<file path="src/rtl/mem_bus_pkg.sv">
// rtl/mem_bus_pkg.sv - shared state type, constants and address check for the memory responder
package mem_bus_pkg;

  typedef enum logic [1:0] {
    IDLE = 2'd0,
    WAIT = 2'd1,
    RESP = 2'd2
  } mem_state_t;

  localparam int BYTES_PER_WORD = 4;
  localparam logic [31:0] ERR_READ_VALUE = 32'h0;

  // Word-aligned and inside the array; compared at 33 bits so large depths cannot wrap.
  function automatic logic addr_ok(input logic [31:0] addr, input int depth_words);
    logic [32:0] limit;
    limit = 33'(depth_words) * 33'(BYTES_PER_WORD);
    return (addr[1:0] == 2'b00) && ({1'b0, addr} < limit);
  endfunction

endpackage

</file>
<file path="src/rtl/byte_ram.sv">
// rtl/byte_ram.sv - byte-organised storage with big-endian word write and combinational word read
module byte_ram
  import mem_bus_pkg::*;
#(
  parameter int DEPTH_WORDS = 64,
  parameter int AW = (DEPTH_WORDS > 1) ? $clog2(DEPTH_WORDS) : 1
) (
  input  logic          clock,
  input  logic          we,
  input  logic [AW-1:0] waddr,
  input  logic [31:0]   wdata,
  input  logic [AW-1:0] raddr,
  output logic [31:0]   rdata
);

  localparam int NBYTES = DEPTH_WORDS * BYTES_PER_WORD;

  logic [7:0] r_mem [0:NBYTES-1];

  always_ff @(posedge clock) begin
    if (we) begin
      r_mem[{waddr, 2'd0}] <= wdata[31:24];
      r_mem[{waddr, 2'd1}] <= wdata[23:16];
      r_mem[{waddr, 2'd2}] <= wdata[15:8];
      r_mem[{waddr, 2'd3}] <= wdata[7:0];
    end
  end

  assign rdata = {r_mem[{raddr, 2'd0}], r_mem[{raddr, 2'd1}],
                  r_mem[{raddr, 2'd2}], r_mem[{raddr, 2'd3}]};

endmodule

</file>
<file path="src/rtl/mem_responder.sv">
// rtl/mem_responder.sv - req/ready memory responder with wait states and alignment/range checking
module mem_responder
  import mem_bus_pkg::*;
#(
  parameter int DEPTH_WORDS = 64,
  parameter int WAIT_CYCLES = 2
) (
  input  logic        clock,
  input  logic        reset,
  input  logic        req,
  input  logic        wr,
  input  logic [31:0] Address,
  input  logic [31:0] WriteData,
  output logic [31:0] ReadData,
  output logic        ready,
  output logic        busy,
  output logic        addr_err
);

  localparam int AW = (DEPTH_WORDS > 1) ? $clog2(DEPTH_WORDS) : 1;
  localparam int CW = (WAIT_CYCLES > 0) ? $clog2(WAIT_CYCLES + 1) : 1;

  mem_state_t    r_state;
  mem_state_t    w_next;
  logic [CW-1:0] r_cnt;
  logic          r_wr;
  logic          r_err;
  logic [AW-1:0] r_widx;
  logic [31:0]   r_wdata;
  logic [31:0]   r_rdata;

  logic          w_accept;
  logic          w_ok;
  logic          w_direct;
  logic          w_access;
  logic          w_acc_wr;
  logic          w_we;
  logic [AW-1:0] w_idx;
  logic [31:0]   w_wdata;
  logic [31:0]   w_ram_rdata;

  assign w_accept = (r_state == IDLE) && req;
  assign w_ok     = addr_ok(Address, DEPTH_WORDS);

  // With no wait states the access happens on the accepting edge, straight from the bus inputs.
  assign w_direct = w_accept && w_ok && (WAIT_CYCLES == 0);
  assign w_access = w_direct || ((r_state == WAIT) && (r_cnt == CW'(1)));
  assign w_acc_wr = w_direct ? wr : r_wr;
  assign w_we     = w_access && w_acc_wr;
  assign w_idx    = w_direct ? Address[AW+1:2] : r_widx;
  assign w_wdata  = w_direct ? WriteData : r_wdata;

  byte_ram #(
    .DEPTH_WORDS(DEPTH_WORDS),
    .AW         (AW)
  ) u_ram (
    .clock(clock),
    .we   (w_we),
    .waddr(w_idx),
    .wdata(w_wdata),
    .raddr(w_idx),
    .rdata(w_ram_rdata)
  );

  always_ff @(posedge clock or posedge reset) begin
    if (reset) begin
      r_state <= IDLE;
    end else begin
      r_state <= w_next;
    end
  end

  always_comb begin
    w_next = r_state;
    unique case (r_state)
      IDLE: begin
        if (req) begin
          w_next = (!w_ok || (WAIT_CYCLES == 0)) ? RESP : WAIT;
        end
      end
      WAIT: begin
        if (r_cnt == CW'(1)) begin
          w_next = RESP;
        end
      end
      RESP:    w_next = IDLE;
      default: w_next = IDLE;
    endcase
  end

  always_comb begin
    ready    = (r_state == RESP);
    busy     = (r_state != IDLE);
    addr_err = (r_state == RESP) && r_err;
  end

  always_ff @(posedge clock or posedge reset) begin
    if (reset) begin
      r_cnt   <= '0;
      r_wr    <= 1'b0;
      r_err   <= 1'b0;
      r_widx  <= '0;
      r_wdata <= '0;
      r_rdata <= '0;
    end else begin
      if (w_accept) begin
        r_wr    <= wr;
        r_widx  <= Address[AW+1:2];
        r_wdata <= WriteData;
        r_err   <= !w_ok;
        r_cnt   <= w_ok ? CW'(WAIT_CYCLES) : '0;
        if (!w_ok) begin
          r_rdata <= ERR_READ_VALUE;
        end
      end else if (r_state == WAIT) begin
        r_cnt <= r_cnt - CW'(1);
      end
      if (w_access && !w_acc_wr) begin
        r_rdata <= w_ram_rdata;
      end
    end
  end

  assign ReadData = r_rdata;

endmodule

</file>
<file path="config.mk">
export PLATFORM = sky130hd
export DESIGN_NAME = mem_responder
export DESIGN_NICKNAME = d
export VERILOG_FILES = /design/src/rtl/mem_bus_pkg.sv /design/src/rtl/byte_ram.sv /design/src/rtl/mem_responder.sv
export SDC_FILE = /design/constraint.sdc
export NUM_CORES = 2
export LEC_CHECK = 0
export CAP_MARGIN = 20
export CORE_UTILIZATION = 55
export CTS_BUF_LIST = sky130_fd_sc_hd__clkbuf_4
export CTS_CLUSTER_DIAMETER = 30
export CTS_CLUSTER_SIZE = 30
export DETAILED_ROUTE_END_ITERATION = 16
export GPL_TIMING_DRIVEN = 0
export HOLD_SLACK_MARGIN = 0.06
export PLACE_DENSITY_LB_ADDON = 0.25
export SLEW_MARGIN = 15
export SYNTH_ARGS = -nofsm -noshare
export SYNTH_HDL_FRONTEND = slang
export SYNTH_SLANG_ARGS = --single-unit
</file>
<file path="constraint.sdc">
create_clock -name clock -period 3.28 [get_ports clock]
set_input_delay 0.328 -clock clock [delete_from_list [all_inputs] [get_ports clock]]
set_output_delay 0.328 -clock clock [all_outputs]
set_load 0.1 [all_outputs]
</file>
# == Yosys cells after proc, flatten, opt, wreduce, memory -nomap -nowiden ==
# Memory sizes are Yosys's and may differ from the RTL's.
# Cells that the tools add are included.
# word_totals
mem_bits_rw,2048
register_bits,76
mem_count,1
wordCells,43
# mem_list
name,depth,word_bits,rd,rd_clocked_by_memory_dff,write_ports,line,source
u_ram.r_mem,256,8,4,0,4,byte_ram.sv:18,logic [7:0] r_mem [0:NBYTES-1];
# classes
n_eq_ne,6
muxes,12
n_lt_le_gt_ge,1
n_reduce_logical,15
addsub,1
# ops
operator,n
2-to-1 mux 32 bit,3
"< comparator 32 x 9 -> 1 bit, second input constant",1
2-to-1 mux 2 bit,6
logical AND 1 bit,6
nonzero test 2 bit,3
"equality test 2 x 1 -> 1 bit, second input constant",2
logical NOT 2 bit,2
"inequality test 2 bit, second input constant",2
case mux 2 bit (2 select lines),1
AND reduction 2 bit,2
"equality test 2 bit, second input constant",1
logical NOT 1 bit,2
2-to-1 mux 1 bit,2
"inequality test 2 x 1 -> 1 bit, second input constant",1
"subtractor 2 x 1 -> 2 bit, second input constant",1

# == Depth between registers and ports, before layout ==
# logic_depth
word_depth,5
mapped_depth,10

# == Cells and area by module ==
# Synthesis repeated with hierarchy kept, for this count alone.
# hier_totals
hier_cells,3551
area_unflattened_um2,81019.0
# modules_own_cells
mod,cells_per_inst,n_inst,area_per_inst_um2,seq_area_each_um2
byte_ram,3292,1,77874.7,61499.0
mem_responder,259,1,3144.3,1901.8

# == Least setup slack after synthesis ==
# Ideal clock, no wire load.
# synth_path
path_kind,reg2reg
start,register r_widx[0]
end,"memory u_ram.r_mem[40][0], in the netlist u_ram.r_mem[10][0], enable pin"
required_time_ns,2.859
t_arrival_ns,2.926
path_stages_with_launch,8
slack_ns,-0.067
path_buffers,4
path_cell_list,dfrtp_1 buf_6 nor2b_1 buf_2 buf_2 buf_1 nand2_1 nor2_1
# synth_rtl
item,line,source
"start, declared",mem_responder.sv:28,logic [AW-1:0] r_widx;
"start signal, assigned",mem_responder.sv:108,r_widx <= Address[AW+1:2];
"end, declared",byte_ram.sv:18,

==> flow_metrics.tcl <==
set metrics [dict create \
    max_stage_delay_ps 490 \
    fin_total_pwr_mw 62.5 \
    ys_seq_elements 2124 \
    ir_drop_mv 0.682 \
    grt_pass1_wl_um 332000 \
    drc 0 \
    crit_fanout 25 \
    ys_top_cells_by_area "edfxtp_1, mux2i_1, mux4_2, dfrtp_1, a221oi_1" \
    synth-edff-count 2048 \
    max_slew_margin_pct 13.2 \
    reg2reg_depth 9 \
    fin_ws_ps -158 \
    die_area_um2 149000 \
    htree_levels 5 \
    fin_crit_ps 3440 \
    routed_wl_um 237000 \
    grtUsageTotal_pct 31.9 \
    grt_max_degree 66 \
    cp.arrival_ps 4440 \
    whs_path_depth 5 \
    run_status "finished with violations" \
    syn2layout_area_growth_pct 20.3 \
    gp_congestion 0.966 \
    crit_chain "buf_12 -> buf_4 -> and2_1 -> clkbuf_1 -> clkbuf_4 -> buf_2 -> nand2_4 -> nor2_4 -> buf_12" \
    p_leak_nw 31.9 \
    ios 103 \
    grt_pass1_vias 47200 \
    maxSlewViolCount 0 \
    fin_util_pct 66.9 \
    synth_top_area_share_pct 75.8 \
    initial_core_util_pct 55.6 \
    synthArstFlopShare_pct 3.58 \
    row_count 140 \
    viasPerCell 6.58 \
    tns_ps -15430 \
    fmax_mhz 291 \
    syn_nets 4304 \
    dpl.hpwl_um 153000 \
    cts_buffers 394 \
    final_common_cell "edfxtp_1" \
    finalSetupViolations 331 \
    power_density_nw_per_um2 641 \
    gr-total-overflow 0 \
    drt_iter0_markers 7092 \
    fin_nets 5121 \
    cpMostUsedCell "buf_12" \
    clockRootBuffer "clkbuf_4" \
    hold_class "in2reg" \
    nFillCells 9257 \
    synth.avg_cell_area_um2 19.1 \
    mostFrequentLayoutCells "edfxtp_1, clkbuf_4, mux2i_1" \
    final_hold_viol_count 0 \
    clock_skew_ps 152 \
    maxCapViolCount 0 \
    core_area_um2 146000 \
    worst_ep_required_time_ps 4280 \
    vias 48000 \
    rsz0062_at_grt "true" \
    clk-insertion-delay-late_ps 1480 \
    netlist_area_um2 81100 \
    cts_tree "done" \
    wl_per_cell_um 32.5 \
    fin_crit_sh_pct 105 \
    die_h_um 386 \
    worst_slew_pin_slew_ps 1300 \
    ff2ff_setup_slack_ps -160 \
    synth_ff_type "edfxtp_1" \
    synth_cells 4235 \
    synth_top_area_cell "edfxtp_1" \
    cts_buffer_depth 4 \
    crit_type "reg2reg" \
    ys_types 49 \
    antenna_left 0 \
    synth_warnings 0 \
    clock-sinks 2124 \
    cp-start-kind "register" \
    slowest_stage "dfrtp_2" \
    drive_gt1_share_pct 28.0 \
    fp.dieW_um 386 \
    first_pass_iters 6 \
    portBuffers 102 \
    antenna_found_initial 12 \
    end_kind "register" \
    seq_area_frac_synth_pct 78.2 \
    violations "setup timing" \
    clkTransAtPathRegs_ps 90 \
]
## state kept, by name (all words and copies together), names as in the netlist
name         count
r_err            1
r_widx           6
r_wr             1
u_ram.r_mem   2048
r_cnt            2
ReadData        32
r_state          2
r_wdata         32
## worst max-delay path: cells and delay by family, from the launching register on
family / cells / cell delay, ps
DFF: 1 / 490
and+or+nand+nor: 3 / 850
buffers and inverters: 6 / 1710
## where the power goes
group          switching [mW]  total, mW  leakage, nW  internal (mW)
combinational            5.78       8.65         9.20           2.86
sequential              0.855       31.6         19.3           30.7
clock                    11.1       22.3         3.37           11.2
## cell families (layout without fill, tap and decap cells)
| group | Yosys count | count (layout) | share of synthesized area, % |
|---|---|---|---|
| adder cells (fa/ha/maj) | 1 | 1 | 0.0154 |
| other | 0 | 13 | 0 |
| multiplexers | 558 | 558 | 9.12 |
| buffers and inverters | 306 | 1431 | 1.74 |
| flip-flops | 2124 | 2124 | 78.2 |
| AO/OA/AOI/OAI | 882 | 882 | 8.53 |
| AND/OR/NAND/NOR | 364 | 365 | 2.40 |
## cells in the mapped netlist, types with 6 or more instances
master and instances:
buf_4 8, edfxtp_1 2048, nor4b_1 30, mux2_2 39
o21ai_0 98, dfrtp_1 76, nand3_1 8, a22oi_1 66
nor4_1 6, a21oi_1 6, nand4_1 32, a2111oi_0 9
nand2_1 23, o22a_1 120, mux2i_1 378, mux4_2 141
a2111oi_2 21, a22o_1 62, nor2_1 143, clkbuf_1 158
buf_1 32, o22ai_1 65, buf_6 16, a31oi_1 117
a221oi_1 214, a32oi_1 89, nor2b_1 95, buf_2 88
## per-stage QoR
step / instance area, um^2 / instances / setup WS, ps / hold WS, ps
after detailed placement: 87400 / 6353 / -1380 / 483
after floorplan: 81100 / 4235 / -66.9 / 445
after global placement: 84500 / 6254 / -3040 / 469
after CTS: 97000 / 7269 / -109 / 123
final: 97600 / 7291 / -158 / 255
after global routing: 97500 / 7286 / -12.3 / 241
## cell type report
class	count	area, um^2	area share (%)
Sequential cell	2124	63500	65.1
Multi-Input combinational cell	1806	17700	18.2
Timing Repair Buffer	424	5880	6.03
Clock buffer	442	3320	3.40
Clock inverter	263	2950	3.02
Tap cell	1917	2400	2.46
Buffer	298	1740	1.78
Antenna cell	13	32.5	0.0333
Inverter	4	22.5	0.0231
## per-layer routing
layer / part of all wire, % / global-route usage (%) / wire length [um]
met2: 45 / 47.4 / 107000
met4: 5.0 / 15.2 / 11700
met1: 37 / 43.5 / 86500
met5: 0.027 / 0 / 64
met3: 13 / 9.24 / 31400
## final timing paths
check	from	to
setup / recovery	r_widx[0]	u_ram.r_mem[27][7]
hold / removal	req	r_cnt[0]
setup reg to reg	r_widx[0]	u_ram.r_mem[27][7]
hold reg to reg	r_cnt[0]	r_cnt[0]
max in group asynchronous	reset	r_widx[0]
min in group asynchronous	reset	r_wdata[5]
## what timing repair did
item	4_1_cts	5_1_grt
pin swaps	67	17
buffers inserted	135	10
hold buffers	77	0
setup endpoints to repair	2115	316
hold endpoints to repair	120	0
gates cloned	1	0
resized for setup	217	179
Note: power is estimated with default switching activity, not from simulation.
